--- config.mk ---
export PLATFORM = sky130hd
export DESIGN_NAME = rx_depacketizer
export DESIGN_NICKNAME = d
export VERILOG_FILES = /design/src/rtl/rx_pkt_pkg.sv /design/src/rtl/rx_timeout_cnt.sv /design/src/rtl/rx_depacketizer.sv
export SDC_FILE = /design/constraint.sdc
export NUM_CORES = 1
export LEC_CHECK = 0
export BUFFER_PORTS_ARGS = -buffer_cell sky130_fd_sc_hd__buf_2
export CAP_MARGIN = 40
export CORE_MARGIN = 8
export CORE_UTILIZATION = 54
export DETAILED_ROUTE_END_ITERATION = 8
export GPL_TIMING_DRIVEN = 0
export PLACE_DENSITY = 0.74
export SKIP_CTS_REPAIR_TIMING = 1
export SYNTH_ARGS = -nofsm -noshare
export SYNTH_HDL_FRONTEND = slang
export SYNTH_SLANG_ARGS = --single-unit
--- constraint.sdc ---
create_clock -name clk -period 4.8 [get_ports clk]
set_input_delay 0.96 -clock clk [delete_from_list [all_inputs] [get_ports clk]]
set_output_delay 0.96 -clock clk [all_outputs]
set_load 0.03 [all_outputs]
--- src/rtl/rx_pkt_pkg.sv ---
// Shared types and constants for the UART frame depacketizer.
// State encoding, default start-of-frame byte, error cause codes.
package rx_pkt_pkg;

  typedef enum logic [1:0] {
    ST_IDLE    = 2'd0,
    ST_LEN     = 2'd1,
    ST_PAYLOAD = 2'd2,
    ST_CHECK   = 2'd3
  } rx_state_t;

  localparam logic [7:0] SOF_DEFAULT = 8'hA5;

  localparam logic [1:0] ERR_CHECKSUM = 2'd0;
  localparam logic [1:0] ERR_OVERFLOW = 2'd1;
  localparam logic [1:0] ERR_TIMEOUT  = 2'd2;
  localparam logic [1:0] ERR_FRAMING  = 2'd3;

  // A zero length is never legal; the upper bound is the payload buffer limit.
  function automatic logic len_legal(input logic [7:0] len, input int max_len);
    return (len != 8'd0) && (int'(len) <= max_len);
  endfunction

endpackage

--- src/rtl/rx_timeout_cnt.sv ---
// Inter-byte timeout: down-counter reloaded on every byte, expires at terminal count.
// Holds the reload value while disabled so each frame starts a fresh interval.
module rx_timeout_cnt #(
  parameter int TIMEOUT_CYC = 1000
) (
  input  logic clk,
  input  logic rst_n,
  input  logic clr,
  input  logic en,
  output logic expired
);

  localparam int            CW   = (TIMEOUT_CYC > 1) ? $clog2(TIMEOUT_CYC) : 1;
  localparam logic [CW-1:0] LOAD = CW'(TIMEOUT_CYC - 1);
  localparam logic [CW-1:0] DEC  = CW'(1);

  logic [CW-1:0] cnt_q;

  always_ff @(posedge clk or negedge rst_n) begin
    if (!rst_n) begin
      cnt_q <= '0;
    end else if (clr || !en) begin
      cnt_q <= LOAD;
    end else if (cnt_q != '0) begin
      cnt_q <= cnt_q - DEC;
    end
  end

  // A byte arriving in the terminal cycle masks expiry.
  assign expired = en && !clr && (cnt_q == '0);

endmodule

--- src/rtl/rx_depacketizer.sv ---
// Frame depacketizer: SOF, LEN, LEN payload bytes, CHK (XOR of LEN and payload).
// Payload is streamed to a FIFO one cycle after each byte; result is a one-cycle pulse.
//
// state      | meaning
// -----------+-------------------------------------------------
// ST_IDLE    | hunting for SOF, other bytes and rx_err ignored
// ST_LEN     | waiting for length byte
// ST_PAYLOAD | streaming payload, counting down remaining bytes
// ST_CHECK   | waiting for checksum byte
module rx_depacketizer
  import rx_pkt_pkg::*;
#(
  parameter int                    data_width  = 8,
  parameter logic [data_width-1:0] SOF         = SOF_DEFAULT,
  parameter int                    MAX_LEN     = 64,
  parameter int                    TIMEOUT_CYC = 1000
) (
  input  logic                  clk,
  input  logic                  rst_n,
  input  logic [data_width-1:0] rx_data,
  input  logic                  rx_valid,
  input  logic                  rx_err,
  input  logic                  fifo_full,
  output logic [data_width-1:0] d_out,
  output logic                  wr_en,
  output logic                  pkt_done,
  output logic                  pkt_err,
  output logic [1:0]            err_code,
  output logic                  fsm_busy
);

  localparam logic [data_width-1:0] ONE = {{(data_width-1){1'b0}}, 1'b1};

  rx_state_t state, state_nxt;

  logic [data_width-1:0] rem_q, rem_nxt;
  logic [data_width-1:0] xor_q, xor_nxt;
  logic                  ovf_q, ovf_nxt;

  logic [data_width-1:0] d_out_nxt;
  logic                  wr_en_nxt;
  logic                  pkt_done_nxt;
  logic                  pkt_err_nxt;
  logic [1:0]            err_code_nxt;
  logic                  fsm_busy_nxt;

  logic busy_st;
  logic tmo_expired;
  logic abort_err;
  logic abort_tmo;

  assign busy_st   = (state != ST_IDLE);
  assign abort_err = busy_st && rx_err;
  assign abort_tmo = busy_st && !rx_valid && tmo_expired;

  rx_timeout_cnt #(
    .TIMEOUT_CYC(TIMEOUT_CYC)
  ) u_timeout (
    .clk    (clk),
    .rst_n  (rst_n),
    .clr    (rx_valid),
    .en     (busy_st),
    .expired(tmo_expired)
  );

  always_ff @(posedge clk or negedge rst_n) begin
    if (!rst_n) begin
      state <= ST_IDLE;
    end else begin
      state <= state_nxt;
    end
  end

  always_comb begin
    state_nxt = state;
    if (abort_err || abort_tmo) begin
      state_nxt = ST_IDLE;
    end else if (rx_valid) begin
      case (state)
        ST_IDLE:    if (rx_data == SOF) state_nxt = ST_LEN;
        ST_LEN:     state_nxt = len_legal(rx_data, MAX_LEN) ? ST_PAYLOAD : ST_IDLE;
        ST_PAYLOAD: if (rem_q == ONE) state_nxt = ST_CHECK;
        ST_CHECK:   state_nxt = ST_IDLE;
        default:    state_nxt = ST_IDLE;
      endcase
    end
  end

  always_comb begin
    d_out_nxt    = d_out;
    wr_en_nxt    = 1'b0;
    pkt_done_nxt = 1'b0;
    pkt_err_nxt  = 1'b0;
    err_code_nxt = ERR_CHECKSUM;
    rem_nxt      = rem_q;
    xor_nxt      = xor_q;
    ovf_nxt      = ovf_q;
    fsm_busy_nxt = (state_nxt != ST_IDLE);

    if (abort_err) begin
      pkt_err_nxt  = 1'b1;
      err_code_nxt = ERR_FRAMING;
    end else if (abort_tmo) begin
      pkt_err_nxt  = 1'b1;
      err_code_nxt = ERR_TIMEOUT;
    end else if (rx_valid) begin
      case (state)
        ST_LEN: begin
          if (len_legal(rx_data, MAX_LEN)) begin
            rem_nxt = rx_data;
            xor_nxt = rx_data;
            ovf_nxt = 1'b0;
          end else begin
            pkt_err_nxt  = 1'b1;
            err_code_nxt = ERR_FRAMING;
          end
        end
        ST_PAYLOAD: begin
          rem_nxt = rem_q - ONE;
          xor_nxt = xor_q ^ rx_data;
          // A dropped byte poisons the frame but reception runs to the CHK byte.
          if (fifo_full) begin
            ovf_nxt = 1'b1;
          end else begin
            wr_en_nxt = 1'b1;
            d_out_nxt = rx_data;
          end
        end
        ST_CHECK: begin
          if (ovf_q) begin
            pkt_err_nxt  = 1'b1;
            err_code_nxt = ERR_OVERFLOW;
          end else if (xor_q == rx_data) begin
            pkt_done_nxt = 1'b1;
          end else begin
            pkt_err_nxt  = 1'b1;
            err_code_nxt = ERR_CHECKSUM;
          end
        end
        default: ;
      endcase
    end
  end

  always_ff @(posedge clk or negedge rst_n) begin
    if (!rst_n) begin
      d_out    <= '0;
      wr_en    <= 1'b0;
      pkt_done <= 1'b0;
      pkt_err  <= 1'b0;
      err_code <= ERR_CHECKSUM;
      fsm_busy <= 1'b0;
      rem_q    <= '0;
      xor_q    <= '0;
      ovf_q    <= 1'b0;
    end else begin
      d_out    <= d_out_nxt;
      wr_en    <= wr_en_nxt;
      pkt_done <= pkt_done_nxt;
      pkt_err  <= pkt_err_nxt;
      err_code <= err_code_nxt;
      fsm_busy <= fsm_busy_nxt;
      rem_q    <= rem_nxt;
      xor_q    <= xor_nxt;
      ovf_q    <= ovf_nxt;
    end
  end

endmodule
# [Word level (Yosys, flattened, before mapping)]
# Cells that the tools add are included.
[op_classes] addsub=2 muxes=38 eq_ne=8 n_reduce_logical=20 bitwise_logic=4 n_lt_le_gt_ge=1
[op_table] operator="one-hot mux 8 bit (2 select lines)" count=2
[op_table] operator="2-to-1 mux 1 bit" count=20
[op_table] operator="2-to-1 mux 10 bit" count=2
[op_table] operator="2-to-1 mux 2 bit" count=9
[op_table] operator="logical NOT 10 bit" count=1
[op_table] operator="AND reduction 5 bit" count=2
[op_table] operator="nonzero test 10 bit" count=1
[op_table] operator="subtractor 10 x 1 -> 10 bit, second input constant" count=1
[op_table] operator="equality test 8 x 1 -> 1 bit, second input constant" count=1
[op_table] operator="equality test 8 bit" count=1
[op_table] operator="equality test 8 bit, second input constant" count=1
[op_table] operator="less-or-equal comparator 8 x 7 -> 1 bit, second input constant" count=1
[op_table] operator="2-to-1 mux 8 bit" count=1
[op_table] operator="one-hot mux 2 bit (4 select lines)" count=1
[op_table] operator="nonzero test 2 bit" count=4
[op_table] operator="nonzero test 8 bit" count=1
[op_table] operator="subtractor 8 x 1 -> 8 bit, second input constant" count=1
[op_table] operator="XOR 8 bit" count=1
[op_table] operator="AND reduction 6 bit" count=1
[op_table] operator="logical AND 1 bit" count=5
[op_table] operator="equality test 2 bit, second input constant" count=2
[op_table] operator="!= test 2 bit, second input constant" count=2
[op_table] operator="one-hot mux 1 bit (2 select lines)" count=2
[op_table] operator="one-hot mux 2 bit (2 select lines)" count=1
[op_table] operator="5 further kinds" count=9
[totals] regBits=43 out_inout_bits=14 elab_cells=84

# [Longest topological paths before layout]
[depth] word_depth=7 mapped_depth=6

# [Cells and area by module]
# Synthesis repeated with hierarchy kept, for this count alone.
[hier_totals] hier_cells=245 area_unflattened_um2=2383.5
[by_module_without_submodules] module="rx_depacketizer" cells_per_inst=188 n_inst=1 area_per_inst_um2=1811.7 seq_area_each_um2=825.8
[by_module_without_submodules] module="rx_timeout_cnt" cells_per_inst=57 n_inst=1 area_per_inst_um2=571.8 seq_area_each_um2=250.2

# [Least setup slack after synthesis]
# OpenSTA, ideal clock, no wires.
[synth_timing] path_type="input to register" start="input rx_data[2]" end="register rem_q[1]" stages=6 path_buffers=2 setup_slack_ps=2296 setup_ps=79 arrival_time_ps=2425 path_cell_list="buf_2 > or3_1 > nor4_4 > or3_1 > buf_6 > mux2i_1"
[synth_via] elab_chain_cells=4
[synth_rtl] element="from (decl)" line_no="rx_depacketizer.sv:20" source="input logic [data_width-1:0] rx_data,"
[synth_rtl] element="less-or-equal comparator 8 x 7 -> 1 bit or nonzero test 8 bit (tied branches)" line_no="rx_pkt_pkg.sv:21" source="return (len != 8'd0) && (int'(len) <= max_len);"
[synth_rtl] element="logical AND 1 bit *" line_no="rx_pkt_pkg.sv:21"
[synth_rtl] element="!= test 2 bit (no source line) *"
[synth_rtl] element="AND reduction 5 bit (no source line) *"
[synth_rtl] element="to (signal assigned)" line_no="rx_depacketizer.sv:163" source="rem_q <= rem_nxt;"
[synth_rtl] element="to (decl)" line_no="rx_depacketizer.sv:36" source="logic [data_width-1:0] rem_q, rem_nxt;"
# Mark *: on every way between the ends. The rest lies on a longest branch, timed or not.
# A chain may end at the register's enable or synchronous reset.

# [Worst setup path after layout]
[layout_timing] start="input rx_data[1]" end="register rem_q[1]"
[layout_via] elab_chain_cells=4
[layout_rtl] element="less-or-equal comparator 8 x 7 -> 1 bit or nonzero test 8 bit (tied branches)" line_no="rx_pkt_pkg.sv:21"
[layout_rtl] element="logical AND 1 bit" line_no="rx_pkt_pkg.sv:21"
[layout_rtl] element="!= test 2 bit (no source line)"
[layout_rtl] element="AND reduction 5 bit (no source line)"
# Several ways; a longest one is shown, not always the timed one. The select of a mux whose other input is x is not followed.

==> impl_results.html <==
<table>
<tr><th>Metric</th><th>Value</th></tr>
<tr><th colspan="2">Yosys</th></tr>
<tr><td>Total number of yosys warnings</td><td>0</td></tr>
<tr><td>Most area-consuming cells after synthesis</td><td>dfrtp_1 (44%), o31ai_1 (4.0%), mux2_2 (3.7%), xnor2_1 (3.2%), inv_1 (3.1%)</td></tr>
<tr><td>Gate Count Post-Synth</td><td>257</td></tr>
<tr><td>Net count of the mapped netlist</td><td>about 270</td></tr>
<tr><td>Flop and latch count out of synthesis</td><td>43</td></tr>
<tr><td>Leading area contributor after synthesis</td><td>dfrtp_1</td></tr>
<tr><td>Count of cell types in the netlist</td><td>between 40 and 50</td></tr>
<tr><td>Most frequent cells after synthesis</td><td>dfrtp_1 (43), inv_1 (20), nand2_1 (16), nor2_1 (15), nand3_1 (14)</td></tr>
<tr><td>Cell area after synthesis</td><td>~2500 µm²</td></tr>
<tr><td>Sequential share of the synthesized area</td><td>43.8%</td></tr>
<tr><td>Main synth FF type</td><td>dfrtp_1</td></tr>
<tr><td>Number of enable-type register cells in the synthesized netlist</td><td>0</td></tr>
<tr><td>Portion of synthesized cell area occupied by the leading cell type</td><td>between 40% and 50%</td></tr>
<tr><td>Share of flip-flops with an asynchronous set or reset</td><td>100%</td></tr>
<tr><td>Mean instance size in the synthesized netlist</td><td>9.56 µm²</td></tr>
<tr><td>Library cell with the highest instance count after synthesis</td><td>dfrtp_1</td></tr>
<tr><th colspan="2">Timing</th></tr>
<tr><td>Final setup margin</td><td>2270 ps</td></tr>
<tr><td>Max-Slew Margin vs Limit</td><td>~52%</td></tr>
<tr><td>Final clock period utilization by the worst path</td><td>a little over half</td></tr>
<tr><td>Layout Skew</td><td>9.18 ps</td></tr>
<tr><td>Slew Limit Fails</td><td>0</td></tr>
<tr><td>RSZ-0062 raised after global routing</td><td>false</td></tr>
<tr><td>Final Hold Viols</td><td>0</td></tr>
<tr><td>TNS Setup</td><td>0 ps</td></tr>
<tr><td>Tightest Pin Transition</td><td>716 ps</td></tr>
<tr><td>Clock period minus final worst setup slack</td><td>roughly 2500 ps</td></tr>
<tr><td>Peak clock frequency supported by timing</td><td>roughly 400 MHz</td></tr>
<tr><td>Final setup fails</td><td>0</td></tr>
<tr><th colspan="2">Critical path</th></tr>
<tr><td>Setup slack of the most critical reg-to-reg path</td><td>2500 ps</td></tr>
<tr><td>Element type at the critical path end</td><td>flip-flop</td></tr>
<tr><td>Maximum fanout count along the critical path</td><td>9</td></tr>
<tr><td>Element type at the critical path start</td><td>input pin</td></tr>
<tr><td>Data required, critical path</td><td>about 5000 ps</td></tr>
<tr><td>Worst Setup Path Type</td><td>in2reg</td></tr>
<tr><td>Largest delay share family, worst path</td><td>simple AND/OR/NAND/NOR gates</td></tr>
<tr><td>CP bufs+invs</td><td>3</td></tr>
<tr><td>Worst stage delay on the critical path</td><td>580 ps</td></tr>
<tr><td>Crit path DAT</td><td>between 2000 and 3000 ps</td></tr>
<tr><td>Slowest-stage cell, CP</td><td>nor4_4</td></tr>
<tr><td>Cells along the critical path</td><td>buf_2, or3_1, buf_6, nor4_4, or3_1, buf_6, mux2i_1</td></tr>
<tr><th colspan="2">Pwr</th></tr>
<tr><td>Proportion of total power due to net switching</td><td>between 30% and 40%</td></tr>
<tr><td>Worst-case vdd ir drop</td><td>196 µV</td></tr>
<tr><td>Flop pwr share</td><td>51.2%</td></tr>
<tr><td>Design internal power</td><td>around 0.61 mW</td></tr>
<tr><td>Clk pwr share</td><td>between 20% and 30%</td></tr>
<tr><td>Share of power burned in combinational logic</td><td>between 20% and 30%</td></tr>
<tr><td>Power spent charging and discharging nets</td><td>around 0.28 mW</td></tr>
<tr><td>Leak</td><td>1.27 nW</td></tr>
<tr><td>Pwr per Cell Area</td><td>322 nW/µm²</td></tr>
<tr><th colspan="2">Clock tree</th></tr>
<tr><td>Clock edge transition at the registers on the reported setup and hold paths</td><td>approximately 80 ps</td></tr>
<tr><td>CTS Buf Count</td><td>5</td></tr>
<tr><td>Clock buffer depth</td><td>2</td></tr>
<tr><td>Sinks on the clock net</td><td>between 40 and 50</td></tr>
<tr><td>Cell at the root of the clock tree</td><td>clkbuf_8</td></tr>
<tr><td>Clock tree from TritonCTS</td><td>yes</td></tr>
<tr><td>Clock latency at the later pin of the worst-skew pair</td><td>roughly 300 ps</td></tr>
<tr><td>Deepest level of the CTS H-tree</td><td>2</td></tr>
<tr><th colspan="2">Global route</th></tr>
<tr><td>Largest net degree at the start of global routing</td><td>27</td></tr>
<tr><td>Initial antenna violation count</td><td>0</td></tr>
<tr><td>GR Util All Layers</td><td>about 17%</td></tr>
<tr><td>Number of global-route vias before repair</td><td>2003</td></tr>
<tr><td>First-pass GRT wire length</td><td>roughly 9900 µm</td></tr>
<tr><td>Leftover overflow at the end of global routing</td><td>0</td></tr>
<tr><th colspan="2">Floorplan</th></tr>
<tr><td>Height of the die</td><td>approximately 83 µm</td></tr>
<tr><td>Floorplan die area</td><td>6970 µm²</td></tr>
<tr><td>Floorplan row count</td><td>24</td></tr>
<tr><td>Die width</td><td>83.5 µm</td></tr>
<tr><td>Area of the placeable core</td><td>between 4000 and 5000 µm²</td></tr>
<tr><td>Number of placed I/O pins</td><td>27</td></tr>
<tr><td>Starting utilization of the core area</td><td>a little under three fifths</td></tr>
<tr><th colspan="2">Detailed routing</th></tr>
<tr><td>Number of violations reported at the end of detailed-routing iteration 0</td><td>209</td></tr>
<tr><td>Routed Antenna Nets</td><td>0</td></tr>
<tr><td>Number of remaining DRC errors</td><td>0</td></tr>
<tr><td>Overall via count from detail_route</td><td>slightly above 2000</td></tr>
<tr><td>Routed length per instance</td><td>~17 µm</td></tr>
<tr><td>Total iterations of the first detailed-routing run</td><td>4</td></tr>
<tr><td>Via density per instance</td><td>5.97</td></tr>
<tr><td>Detailed-route wire length</td><td>about 5700 µm</td></tr>
<tr><th colspan="2">Outcome</th></tr>
<tr><td>Result of the run</td><td>completed</td></tr>
<tr><th colspan="2">Finish</th></tr>
<tr><td>Share of final-layout standard cells stronger than drive strength 1</td><td>18.8%</td></tr>
<tr><td>Total number of nets in the final design</td><td>304</td></tr>
<tr><td>Number of inserted diodes</td><td>0</td></tr>
<tr><td>Area occupied by registers</td><td>around 1100 µm²</td></tr>
<tr><td>Area overhead of the layout relative to synthesis</td><td>12.0%</td></tr>
<tr><td>Fill cells</td><td>384</td></tr>
<tr><td>Total area of multi-input combinational cells</td><td>roughly 1200 µm²</td></tr>
<tr><th colspan="2">Place</th></tr>
<tr><td>Number of buffer cells added on primary ports</td><td>22</td></tr>
<tr><td>Final weighted congestion in routability-driven placement</td><td>roughly 0.82</td></tr>
<tr><td>Detail Placement HPWL</td><td>between 4000 and 5000 µm</td></tr>
<tr><td>Worst setup slack after placement</td><td>slightly below 2000 ps</td></tr>
<tr><th colspan="2">Run</th></tr>
<tr><td>Count of max-cap constraint violations</td><td>0</td></tr>
<tr><th colspan="2">Min path</th></tr>
<tr><td>Type of the worst min-delay path</td><td>reg2reg</td></tr>
</table>
logic make-up after synthesis:
kind of cell               count (synthesis)  synth area share [%]
DFF                                       43                  43.8
and+or+nand+nor                           95                  22.2
xor gates and xnor gates                  11                  3.92
buffers and inverters                     32                  5.60
muxes                                     10                  4.48
adders and majority gates                  4                  2.04
AOI/OAI and AO/OA                         62                  18.0
power groups by stage:
stage | Sequential, mW | Combinational, mW | Clock [mW]
finish | 0.454 | 0.178 | 0.256
global route | 0.462 | 0.196 | 0.275
CTS | 0.453 | 0.179 | 0.263
detailed placement | 0.459 | 0.177 | 0
global placement | 0.457 | 0.172 | 0
floorplan | 0.473 | 0.101 | 0
layout make-up:
type	count	area share (%)
multi-input combinational	182	45.2
timing repair buffer	23	4.73
sequential	43	39.1
clock buffer	8	3.64
buffer	12	2.27
inverter	20	2.73
tap	52	2.36
sequential cells by signal (all words and copies together) (netlist names):
register	flops
pkt_err	1
u_timeout.cnt_q	10
state	2
fsm_busy	1
ovf_q	1
xor_q	8
pkt_done	1
d_out	8
wr_en	1
rem_q	8
err_code	2
routing by layer:
metal	routed length [µm]	track usage, %	share of wire [%]	up-vias
met5	0	0	0	-
met4	39	4.24	0.68	0
li1	-	-	-	997
met3	288	4.49	5.0	4
met2	2600	25.8	45	64
met1	2800	23.1	49	965
path summary, 6_finish.rpt:
kind                       startpoint  cells past startpoint            endpoint
setup / recovery           rx_data[1]                      7            rem_q[1]
hold / removal               rem_q[7]                      1            rem_q[7]
setup reg to reg             state[1]                      5            d_out[1]
hold reg to reg              rem_q[7]                      1            rem_q[7]
max in group asynchronous       rst_n                      2            xor_q[0]
min in group asynchronous       rst_n                      1  u_timeout.cnt_q[2]
layout by cell type (no fill, tap or decap), types with 6 or more instances in the layout:
cell	instances
clkbuf_1	9
nor2_1	15
nor4_1	6
nor3_1	9
mux2_2	8
inv_1	20
o21ai_0	10
a21oi_1	12
dfrtp_1	43
o31ai_1	13
clkbuf_8	7
or3_1	6
nand2_1	16
o211a_1	6
buf_2	24
nand3_1	14
xnor2_1	9
worst reg2reg max path: cells and delay by family, from the launching register on:
kind | cells | cell delay (ps)
simple gates | 3 | 1000
flops | 1 | 430
mux | 1 | 400
buf+inv | 1 | 360
through the flow:
stage | utilization (%) | power, mW | area (µm²) | hold WS, ps | std cells
after global placement | 60.0 | 0.628 | 2630 | 466 | 331
after CTS | 62.8 | 0.894 | 2750 | 489 | 340
after detailed placement | 60.5 | 0.636 | 2650 | 471 | 332
after global routing | 62.8 | 0.933 | 2750 | 523 | 340
final | 62.8 | 0.887 | 2750 | 503 | 340
after floorplan | - | 0.574 | 2460 | 442 | 257
Power figures use the tool's default switching activity.
